[config.mk]
export PLATFORM = sky130hd
export DESIGN_NAME = pipe_ctrl_unit
export DESIGN_NICKNAME = d
export VERILOG_FILES = /design/src/rtl/pipe_ctrl_unit_pkg.sv /design/src/rtl/pipe_ctrl_unit_branch_resolve.sv /design/src/rtl/pipe_ctrl_unit.sv
export SDC_FILE = /design/constraint.sdc
export NUM_CORES = 1
export LEC_CHECK = 0
export ABC_AREA = 1
export ABC_CLOCK_PERIOD_IN_PS = 4800
export BUFFER_PORTS_ARGS = -buffer_cell sky130_fd_sc_hd__buf_2
export CELL_PAD_IN_SITES_DETAIL_PLACEMENT = 2
export CELL_PAD_IN_SITES_GLOBAL_PLACEMENT = 2
export CORE_MARGIN = 10
export CORE_UTILIZATION = 28
export CTS_CLUSTER_SIZE = 25
export DETAILED_ROUTE_END_ITERATION = 8
export PLACE_DENSITY = 0.9
export SLEW_MARGIN = 10
export SYNTH_ARGS = -nofsm -noshare
export SYNTH_HDL_FRONTEND = slang
export SYNTH_SLANG_ARGS = --single-unit
[constraint.sdc]
create_clock -name clock -period 4.8 [get_ports clock]
set_clock_uncertainty 0.05 [all_clocks]
set_input_delay 0.48 -clock clock [delete_from_list [all_inputs] [get_ports clock]]
set_output_delay 0.48 -clock clock [all_outputs]
set_load 0.01 [all_outputs]
[src/rtl/pipe_ctrl_unit_pkg.sv]
`default_nettype none
// ============================================================================
// Module   : pipe_ctrl_unit_pkg
// Brief    : Shared types and constants for the pipeline control unit:
//            fence.i sequencer states, datapath defaults, bubble encoding
//            and a small hazard-match helper.
// Revision : 1.0 - initial release
// ============================================================================
package pipe_ctrl_unit_pkg;

  // Default datapath / PC width and performance counter width.
  localparam int XLEN_DEFAULT  = 32;
  localparam int CNT_W_DEFAULT = 32;

  // Sequential fetch step in bytes.
  localparam int PC_STEP = 4;

  // Canonical NOP (addi x0, x0, 0) used as the bubble injected into EX.
  localparam logic [31:0] NOP_INSN = 32'h0000_0013;
  localparam logic [4:0]  REG_ZERO = 5'd0;

  // fence.i sequencer states.
  typedef enum logic [1:0] {
    ST_IDLE   = 2'd0,
    ST_DRAIN  = 2'd1,
    ST_INVAL  = 2'd2,
    ST_RESUME = 2'd3
  } fence_state_e;

  // True when a source operand is actually read and names the given register.
  function automatic logic src_hits(input logic used, input logic [4:0] src,
                                    input logic [4:0] rd);
    return used && (src == rd);
  endfunction

endpackage
`default_nettype wire

[src/rtl/pipe_ctrl_unit_branch_resolve.sv]
`default_nettype none
// ============================================================================
// Module   : pipe_ctrl_unit_branch_resolve
// Brief    : Purely combinational control-flow resolution: actual outcome,
//            corrected fetch PC and mispredict flag versus the IFU prediction.
//            Kept standalone so trace/difftest logic can reuse it.
// Revision : 1.0 - initial release
// ============================================================================
module pipe_ctrl_unit_branch_resolve
  import pipe_ctrl_unit_pkg::*;
#(
  parameter int XLEN = XLEN_DEFAULT
) (
  input  logic [XLEN-1:0] pc,
  input  logic [XLEN-1:0] result,
  input  logic [XLEN-1:0] branch_pc,
  input  logic            jal,
  input  logic            jalr,
  input  logic            branch,
  input  logic            pred_res,
  input  logic [XLEN-1:0] pred_pc,
  output logic            is_cf,
  output logic [XLEN-1:0] correct,
  output logic            mispredict
);

  logic            taken;
  logic [XLEN-1:0] target;

  // Resolve outcome and compare against the prediction; only control-flow
  // instructions can ever mispredict.
  always_comb begin
    is_cf      = jal | jalr | branch;
    taken      = jal | jalr | (branch & result[0]);
    target     = jalr ? {result[XLEN-1:1], 1'b0} : branch_pc;
    correct    = taken ? target : pc + XLEN'(PC_STEP);
    mispredict = is_cf & ((taken != pred_res) | (taken & (target != pred_pc)));
  end

endmodule
`default_nettype wire

[src/rtl/pipe_ctrl_unit.sv]
`default_nettype none
// ============================================================================
// Module   : pipe_ctrl_unit
// Brief    : Pipeline sequencer for the 5-stage core. Resolves control flow
//            at EX->LS, issues registered redirect/flush pulses, runs the
//            fence.i drain/invalidate/resume sequence, inserts load-use
//            bubbles and counts resolved branches and mispredicts.
// Revision : 1.0 - initial release
// ============================================================================
module pipe_ctrl_unit
  import pipe_ctrl_unit_pkg::*;
#(
  parameter int XLEN  = XLEN_DEFAULT,
  parameter int CNT_W = CNT_W_DEFAULT
) (
  input  logic             clock,
  input  logic             reset,
  input  logic             ex_fire,
  input  logic [XLEN-1:0]  ex_pc,
  input  logic [XLEN-1:0]  ex_result,
  input  logic [XLEN-1:0]  ex_branch_pc,
  input  logic             ex_jal,
  input  logic             ex_jalr,
  input  logic             ex_branch,
  input  logic             ex_fence_i,
  input  logic             ex_pred_res,
  input  logic [XLEN-1:0]  ex_pred_pc,
  input  logic             ex_valid,
  input  logic             ex_mem_ren,
  input  logic [4:0]       ex_rd,
  input  logic             id_valid,
  input  logic [4:0]       id_rs1,
  input  logic [4:0]       id_rs2,
  input  logic             id_rs1_used,
  input  logic             id_rs2_used,
  input  logic             lsu_idle,
  input  logic             icache_flush_done,
  output logic             redirect_valid,
  output logic [XLEN-1:0]  redirect_pc,
  output logic             flush,
  output logic             stall_if,
  output logic             stall_id,
  output logic             icache_flush,
  output logic [CNT_W-1:0] branch_cnt,
  output logic [CNT_W-1:0] mispred_cnt
);

  fence_state_e     state_q, state_d;
  logic             flush_q, flush_d;
  logic             redirect_valid_q, redirect_valid_d;
  logic [XLEN-1:0]  redirect_pc_q, redirect_pc_d;
  logic [XLEN-1:0]  fence_pc_q, fence_pc_d;
  logic [CNT_W-1:0] branch_cnt_q, branch_cnt_d;
  logic [CNT_W-1:0] mispred_cnt_q, mispred_cnt_d;

  logic             br_is_cf;
  logic [XLEN-1:0]  br_correct;
  logic             br_mispredict;

  logic             resolve_en;
  logic             fence_hit;
  logic             redirect_hit;
  logic             load_use;

  pipe_ctrl_unit_branch_resolve #(
    .XLEN (XLEN)
  ) u_branch_resolve (
    .pc         (ex_pc),
    .result     (ex_result),
    .branch_pc  (ex_branch_pc),
    .jal        (ex_jal),
    .jalr       (ex_jalr),
    .branch     (ex_branch),
    .pred_res   (ex_pred_res),
    .pred_pc    (ex_pred_pc),
    .is_cf      (br_is_cf),
    .correct    (br_correct),
    .mispredict (br_mispredict)
  );

  // Decide whether the EX instruction is resolved this cycle and what it
  // triggers. A cycle with a pending flush carries wrong-path work only.
  always_comb begin
    resolve_en   = ex_fire & (state_q == ST_IDLE) & ~flush_q;
    fence_hit    = resolve_en & ex_fence_i;
    redirect_hit = resolve_en & ~ex_fence_i & br_mispredict;
    load_use     = ex_valid & ex_mem_ren & (ex_rd != REG_ZERO) & id_valid &
                   (src_hits(id_rs1_used, id_rs1, ex_rd) |
                    src_hits(id_rs2_used, id_rs2, ex_rd));
  end

  // Next values for the redirect/flush pulse, fence return PC and counters.
  always_comb begin
    flush_d          = fence_hit | redirect_hit;
    redirect_valid_d = redirect_hit;
    redirect_pc_d    = redirect_hit ? br_correct : '0;
    // fence.i is not control flow, so the resolver's correct PC is pc+4.
    fence_pc_d       = fence_hit ? br_correct : fence_pc_q;
    branch_cnt_d     = branch_cnt_q + CNT_W'(resolve_en & br_is_cf);
    mispred_cnt_d    = mispred_cnt_q + CNT_W'(redirect_hit);
  end

  // Pulse, PC and counter registers.
  always_ff @(posedge clock) begin
    if (reset) begin
      flush_q          <= 1'b0;
      redirect_valid_q <= 1'b0;
      redirect_pc_q    <= '0;
      fence_pc_q       <= '0;
      branch_cnt_q     <= '0;
      mispred_cnt_q    <= '0;
    end else begin
      flush_q          <= flush_d;
      redirect_valid_q <= redirect_valid_d;
      redirect_pc_q    <= redirect_pc_d;
      fence_pc_q       <= fence_pc_d;
      branch_cnt_q     <= branch_cnt_d;
      mispred_cnt_q    <= mispred_cnt_d;
    end
  end

  // fence.i sequencer state register.
  always_ff @(posedge clock) begin
    if (reset) begin
      state_q <= ST_IDLE;
    end else begin
      state_q <= state_d;
    end
  end

  // fence.i sequencer next state: drain the LSU, invalidate, then refetch.
  always_comb begin
    state_d = state_q;
    case (state_q)
      ST_IDLE:   if (fence_hit)         state_d = ST_DRAIN;
      ST_DRAIN:  if (lsu_idle)          state_d = ST_INVAL;
      ST_INVAL:  if (icache_flush_done) state_d = ST_RESUME;
      ST_RESUME:                        state_d = ST_IDLE;
      default:                          state_d = ST_IDLE;
    endcase
  end

  // Outputs: flush/redirect take priority over the load-use bubble, and the
  // fence sequence holds fetch and issues its own refetch redirect.
  always_comb begin
    stall_id       = load_use & ~flush_q & (state_q == ST_IDLE);
    stall_if       = stall_id | (state_q != ST_IDLE);
    icache_flush   = (state_q == ST_INVAL);
    flush          = flush_q;
    redirect_valid = redirect_valid_q | (state_q == ST_RESUME);
    redirect_pc    = (state_q == ST_RESUME) ? fence_pc_q : redirect_pc_q;
    branch_cnt     = branch_cnt_q;
    mispred_cnt    = mispred_cnt_q;
  end

endmodule
`default_nettype wire

==> metrics.txt, run 1 <==
status complete, no violations; hold_sp mispred_cnt[31]$_SDFF_PP0_; HP Class flip-flop to flip-flop; Setup CP Type primary input to flip-flop; worst r2r dst mispred_cnt[30]$_SDFF_PP0_; GRT overflow 0; worst-case reg-to-reg path depth 21; post-CTS sizing 0; synth-to-layout area growth 28.1%; sw frac 0.296; placed cell areas 0.00971 sq mm; post-synth top area share 0.326; reg2reg setup slack 1.07 ns; Die Ht ~190 um; Hold Buf Count CTS 0; port buffer count around 260; commonest cells after routing, fill and taps aside nand2_1, buf_2, inv_1, nor2_1, dfxtp_1; Post-synth EDFFs 0; FP Rows 62; First-pass DRT Iterations 4; hold endpoint mispred_cnt[31]$_SDFF_PP0_; hold slack 0.436 ns; final WL 37.6 mm; gr usage total 0.204; fillers 3617; layout net count about 1700; Max-Cap Viols 0; crit start category primary input; chip width 190 um; Num CTS Buffers 17; share of cells above drive strength 1 0.195; post-CTS setup buffers 0; Final Max Slew Viols 0; Root Driver clkbuf_16; Synth async-reset ratio 0; Via Count 9839; Post-Synthesis Cells between 1000 and 1500; Most used DFF post-synth dfxtp_1; Netlist cell types 38; Flop pwr share 0.361; Int Pwr 0.00236 W; Slew @ Worst Pin 1.00 ns; Bufs on Longest Clock Path 2; Net Count, Synth 1504; pin count of the biggest net entering global routing 56; clk_lat worst skew 0.42 ns; Final ANT Viol Nets 0; Clock transition at path regs ~0.060 ns; Synth Area per Inst 6.06 sq um; WP data arrival 4.00 ns; net switching power 0.000993 W; LEAKAGE 5.15 nW; first-pass GRT wire length 59.1 mm; leading post-synthesis cells by cell area dfxtp_1, nand2_1, inv_1; Reg area ~0.0026 sq mm; Clock power frac 0.443; final worst-path cycle share 0.777; Max Fclk 268 MHz; Sink Count ~130; die area 0.0361 sq mm; unrepaired setup endpoints after global routing false; Post-Syn Area roughly 0.008 sq mm; core area approximately 0.029 sq mm; Ports 259; Critical Path RT 5.07 ns; CP Max Fanout 31; critical path capture point type flip-flop; VDD IR-drop max 0.185 mV; initial antenna violation count 4; Synth area leader dfxtp_1; CTS H-tree depth 4; DR WL/cell around 19 um; final hold vios 0; RR Startpoint state_q[0]$_SDFFE_PP0P_; overall power 0.00336 W; hold path cells 2; Ant. Diodes 0; combinational power share 0.196; final setup TNS 0 ns; Multi-input gate area 0.00458 sq mm; clock tree from TritonCTS built; post-route DRC violation count 0; Yosys warnings 0; Rel. slew slack 0.332; design area 0.0104 sq mm; Tmin final 3.73 ns; gpl congestion 0.894; most common cell after layout, fill and taps aside nand2_1; Post-DP HPWL 29.9 mm; Initial Utilization 0.283; 1st-iter DRT viols between 400 and 500; register area share after synthesis 0.326; # setup viols final 0; vias per cell 4.98; vias in the first global route 10900; PD cells 324 mW/mm^2; number of synthesized register bits ~130
==> power by group through the flow <==
stage | Combinational (W) | Sequential [W] | Clock [W]
after floorplan | 0.000383 | 0.00123 | 0
after global placement | 0.000627 | 0.00123 | 0
after detailed placement | 0.000665 | 0.00124 | 0
after CTS | 0.000674 | 0.00121 | 0.00152
after global routing | 0.000752 | 0.00122 | 0.00157
final | 0.000659 | 0.00121 | 0.00149
==> state kept, by name, summed over array words and instances (netlist names) <==
register / flops
flush: 1
state_q: 2
redirect_pc_q: 32
fence_pc_q: 32
redirect_valid_q: 1
branch_cnt: 32
mispred_cnt: 32
==> worst max-delay path, cell delays in order <==
cell	delay, ns
buf_2	0.27
buf_4	0.39
nand2_1	0.17
nand3b_1	0.12
nand2_1	0.06
nand3_1	0.08
nor2_1	0.07
nand2_1	0.12
nor2_1	0.05
nand2_1	0.15
nand2_1	0.11
inv_1	0.10
ha_1	0.16
ha_1	0.16
nand2_1	0.08
nor2_1	0.22
nand2_1	0.11
nor2_1	0.24
nand2_1	0.14
nor2_1	0.25
nand2_1	0.16
nor2_1	0.12
nand2_1	0.06
nand2_1	0.06
nor2_1	0.04
==> metrics by stage <==
step	util	setup WS, ns	cells
after floorplan	-	1.90	1335
after global placement	0.339	0.941	1945
after detailed placement	0.339	0.752	1945
after CTS	0.362	0.933	1975
after global routing	0.362	0.570	1975
final	0.362	1.07	1975
==> metal layers <==
layer / share of wire / routed length, um / track usage / vias up
met2: 0.51 / 19100 / 0.373 / 241
met3: 0.052 / 1950 / 0.0443 / 51
li1: - / - / - / 4734
met4: 0.019 / 712 / 0.0562 / 8
met1: 0.42 / 15800 / 0.231 / 4805
met5: 0.0011 / 42 / 0 / -
==> cells by family (layout without fill, tap and decap cells) <==
kind of cell | count (synthesis) | after routing | share of synthesized area
AND/OR/NAND/NOR | 768 | 768 | 0.400
buffers and inverters | 217 | 473 | 0.108
AO/OA/AOI/OAI | 183 | 183 | 0.122
flip-flops | 132 | 132 | 0.326
XOR/XNOR | 24 | 24 | 0.0260
adder cells (fa/ha/maj) | 11 | 11 | 0.0170
==> final cells by class <==
cell class                      count  share of cell area
Inverter                          177              0.0641
Timing Repair Buffer              266               0.130
Tap cell                          384              0.0463
Clock inverter                     13              0.0224
Sequential cell                   132               0.255
Multi-Input combinational cell    986               0.441
Clock buffer                       17              0.0410
==> cell usage after synthesis, drive strengths merged (6+ instances only) <==
library cell,n
nand2,440
inv,175
nor2,142
dfxtp,132
o21ai,87
nand3,73
a21oi,67
nor3,49
nand4,28
clkbuf,22
nand3b,19
buf,18
xor2,18
ha,11
o211ai,11
or2,10
o21a,8
xnor2,6
==> worst max-delay path by stage <==
stage                                 start                         end  slack [ns]  cells past startpoint
finish                              ex_jalr  mispred_cnt[30]$_SDFF_PP0_        1.07                     25
global route        state_q[0]$_SDFFE_PP0P_  mispred_cnt[25]$_SDFF_PP0_        0.57                     18
CTS                 state_q[0]$_SDFFE_PP0P_  mispred_cnt[30]$_SDFF_PP0_        0.93                     21
detailed placement                  ex_jalr  mispred_cnt[30]$_SDFF_PP0_        0.75                     27
global placement                    ex_jalr  mispred_cnt[30]$_SDFF_PP0_        0.94                     21
floorplan                           ex_jalr  mispred_cnt[30]$_SDFF_PP0_        1.90                     24
(Power assumes the default switching activity.)
==> run 2: changes to the inputs <==
--- a/config.mk
+++ b/config.mk
@@ -6,15 +6,15 @@
 export NUM_CORES = 1
 export LEC_CHECK = 0
 export ABC_AREA = 1
-export ABC_CLOCK_PERIOD_IN_PS = 4800
+export ABC_CLOCK_PERIOD_IN_PS = 3100
 export BUFFER_PORTS_ARGS = -buffer_cell sky130_fd_sc_hd__buf_2
 export CELL_PAD_IN_SITES_DETAIL_PLACEMENT = 2
 export CELL_PAD_IN_SITES_GLOBAL_PLACEMENT = 2
 export CORE_MARGIN = 10
-export CORE_UTILIZATION = 28
+export CORE_UTILIZATION = 23
 export CTS_CLUSTER_SIZE = 25
 export DETAILED_ROUTE_END_ITERATION = 8
-export PLACE_DENSITY = 0.9
+export PLACE_DENSITY = 0.8
 export SLEW_MARGIN = 10
 export SYNTH_ARGS = -nofsm -noshare
 export SYNTH_HDL_FRONTEND = slang
==> constraint.sdc (replaced) <==
create_clock -name clock -period 3.1 [get_ports clock]
set_clock_uncertainty 0.05 [all_clocks]
set_input_delay 0.31 -clock clock [delete_from_list [all_inputs] [get_ports clock]]
set_output_delay 0.31 -clock clock [all_outputs]
set_load 0.01 [all_outputs]
==> run 2 against run 1 <==
Die area increased by 19%. Clock power increased by 46%. Count of clock-buffer cells in the layout increased by 1. Total power increased by 55%. Critical path depth decreased by 6. Via count increased by 1.4%. Routed wire length increased by 4.0%. Sequential share of layout area decreased by 1.6 points. Final area increased by 6.7%. Utilization decreased by 4.3 points. Cell count increased by 7.0%. Critical path type is now flip-flop to flip-flop. Critical endpoint is now mispred_cnt[20]$_SDFF_PP0_. Highest routed layer unchanged.
==> metrics.txt, run 2 (synthesized netlist as in run 1, its figures left out) <==
status complete, no violations; final hold vios 0; vias per cell 4.72; Die Ht ~210 um; design area 0.0111 sq mm; clk_lat worst skew 0.43 ns; Tmin final just under 3 ns; gr usage total 0.175; port buffer count approximately 260; Final Max Slew Viols 0; Critical-path top delay cell dfxtp_2; share of cells above drive strength 1 0.243; Clock transition at path regs 0.06 ns; Slew @ Worst Pin 0.704 ns; Bufs on Longest Clock Path 2; critical path, cell by cell inv_2 > ha_4 > nand2_1 > nor2_2 > nand2_2 > nor3_2 > buf_4 > nand2_1 > inv_2 > ha_4 > ha_4 > nand2_2 > nor2_4 > nand2_2 > nor2_4 > nand2_2 > nor3_1 > xor2_1 > nor2_1; FP Rows 68; die area 0.0431 sq mm; placed cell areas between 0.01 and 0.015 sq mm; most common cell after layout, fill and taps aside nand2_1; DR WL/cell ~18 um; Final ANT Viol Nets 0; layout net count approximately 1800; CTS H-tree depth 4; Setup CP Type flip-flop to flip-flop; Root Driver clkbuf_16; LEAKAGE 5.45 nW; synth-to-layout area growth 36.8%; HP Class primary input to flip-flop; final worst-path cycle share 0.931; Rel. slew slack 0.528; Max-Cap Viols 0; Ports 259; WP data arrival 3.12 ns; First-pass DRT Iterations 4; first-pass GRT wire length 61.1 mm; PD cells 471 mW/mm^2; # setup viols final 0; 1st-iter DRT viols 307; gpl congestion 0.874; vias in the first global route 11100; VDD IR-drop max between 0.3 and 0.4 mV; Initial Utilization 0.234; critical path capture point type flip-flop; core area ~0.035 sq mm; crit start category flip-flop; Sink Count 132; Crit path largest cell delay 0.33 ns; commonest cells after routing, fill and taps aside nand2_1, buf_2, inv_1, nor2_1, dfxtp_1; CP Max Fanout 4; pin count of the biggest net entering global routing between 50 and 60; post-route DRC violation count 0; final setup TNS 0 ns; chip width 208 um; cell mode on critical path nand2_2; Num CTS Buffers 17; final WL 39.1 mm; fillers ~4300; Critical Path RT 3.34 ns; GRT overflow 0; Via Count 9980; Hold Buf Count CTS 0; Max Fclk ~350 MHz; clock tree from TritonCTS built; Post-DP HPWL 31.8 mm; initial antenna violation count 5; hold slack 0.246 ns
## run 2: changes by cell type in the layout (fill, tap and decap cells not counted), moves of 4 or more
cell,previous run,this run
buf_4,8,69
nor2_1,141,134
nand2_1,439,433
nand2_2,1,7
nor2_4,0,5
inv_1,174,170
inv_2,1,5
o21ai_0,85,81
## run 2: area by class of cell
type                       count  area, sq um  area share
clock buffer                  18          439      0.0397
inverter                     177          664      0.0600
clock inverter                13          183      0.0165
tap                          455          569      0.0514
sequential                   132         2650       0.239
timing repair buffer         330         1870       0.169
antenna                        2         5.00    0.000452
multi-input combinational    986         4690       0.424
## run 2: stage by stage
step                       util  cells  total power (W)  worst slack, ns
final                     0.320   2113          0.00522            0.213
after global placement    0.297   2073          0.00296           -0.312
after global routing      0.320   2113          0.00550          -0.0992
after detailed placement  0.297   2073          0.00302           -0.489
after floorplan               -   1335          0.00249            0.361
after CTS                 0.316   2105          0.00522          0.00349
## run 2: final timing paths
kind                            slack, ns                           to  depth (start not counted)                        from
worst max-delay path                 0.21   mispred_cnt[20]$_SDFF_PP0_                         19     state_q[1]$_SDFFE_PP0P_
worst min-delay path                 0.25  redirect_pc_q[0]$_SDFF_PP0_                          3                    ex_pc[0]
worst max register to register       0.21   mispred_cnt[20]$_SDFF_PP0_                         19     state_q[1]$_SDFFE_PP0P_
worst min register to register       0.45   mispred_cnt[31]$_SDFF_PP0_                          2  mispred_cnt[31]$_SDFF_PP0_
## run 2: per-layer routing
layer | up-vias | wire length [um] | global-route usage
met2 | 210 | 20000 | 0.322
li1 | 4871 | - | -
met5 | - | 38 | 0
met3 | 37 | 2160 | 0.0439
met4 | 6 | 560 | 0.0406
met1 | 4856 | 16300 | 0.198
## run 2: where the power goes
part	switching, W	leakage, nW	internal, W	total [W]
Clock	0.000817	0.294	0.00136	0.00218
Sequential	0.0000645	1.07	0.00182	0.00188
Combinational	0.000710	4.08	0.000444	0.00115
## run 2: critical path, delay by kind of cell, from the launching register on
| kind | cells | cell delay (ns) |
|---|---|---|
| XOR/XNOR | 1 | 0.20 |
| adder cells (fa/ha/maj) | 3 | 0.43 |
| buffers and inverters | 3 | 0.32 |
| flip-flops | 1 | 0.33 |
| AND/OR/NAND/NOR | 12 | 1.40 |
## run 2: what timing repair did
item                                    4_1_cts  5_1_grt
resized for setup                            13       26
endpoints found under the setup margin       13       22
setup buffers                                 1        6
pin swaps                                     2        9
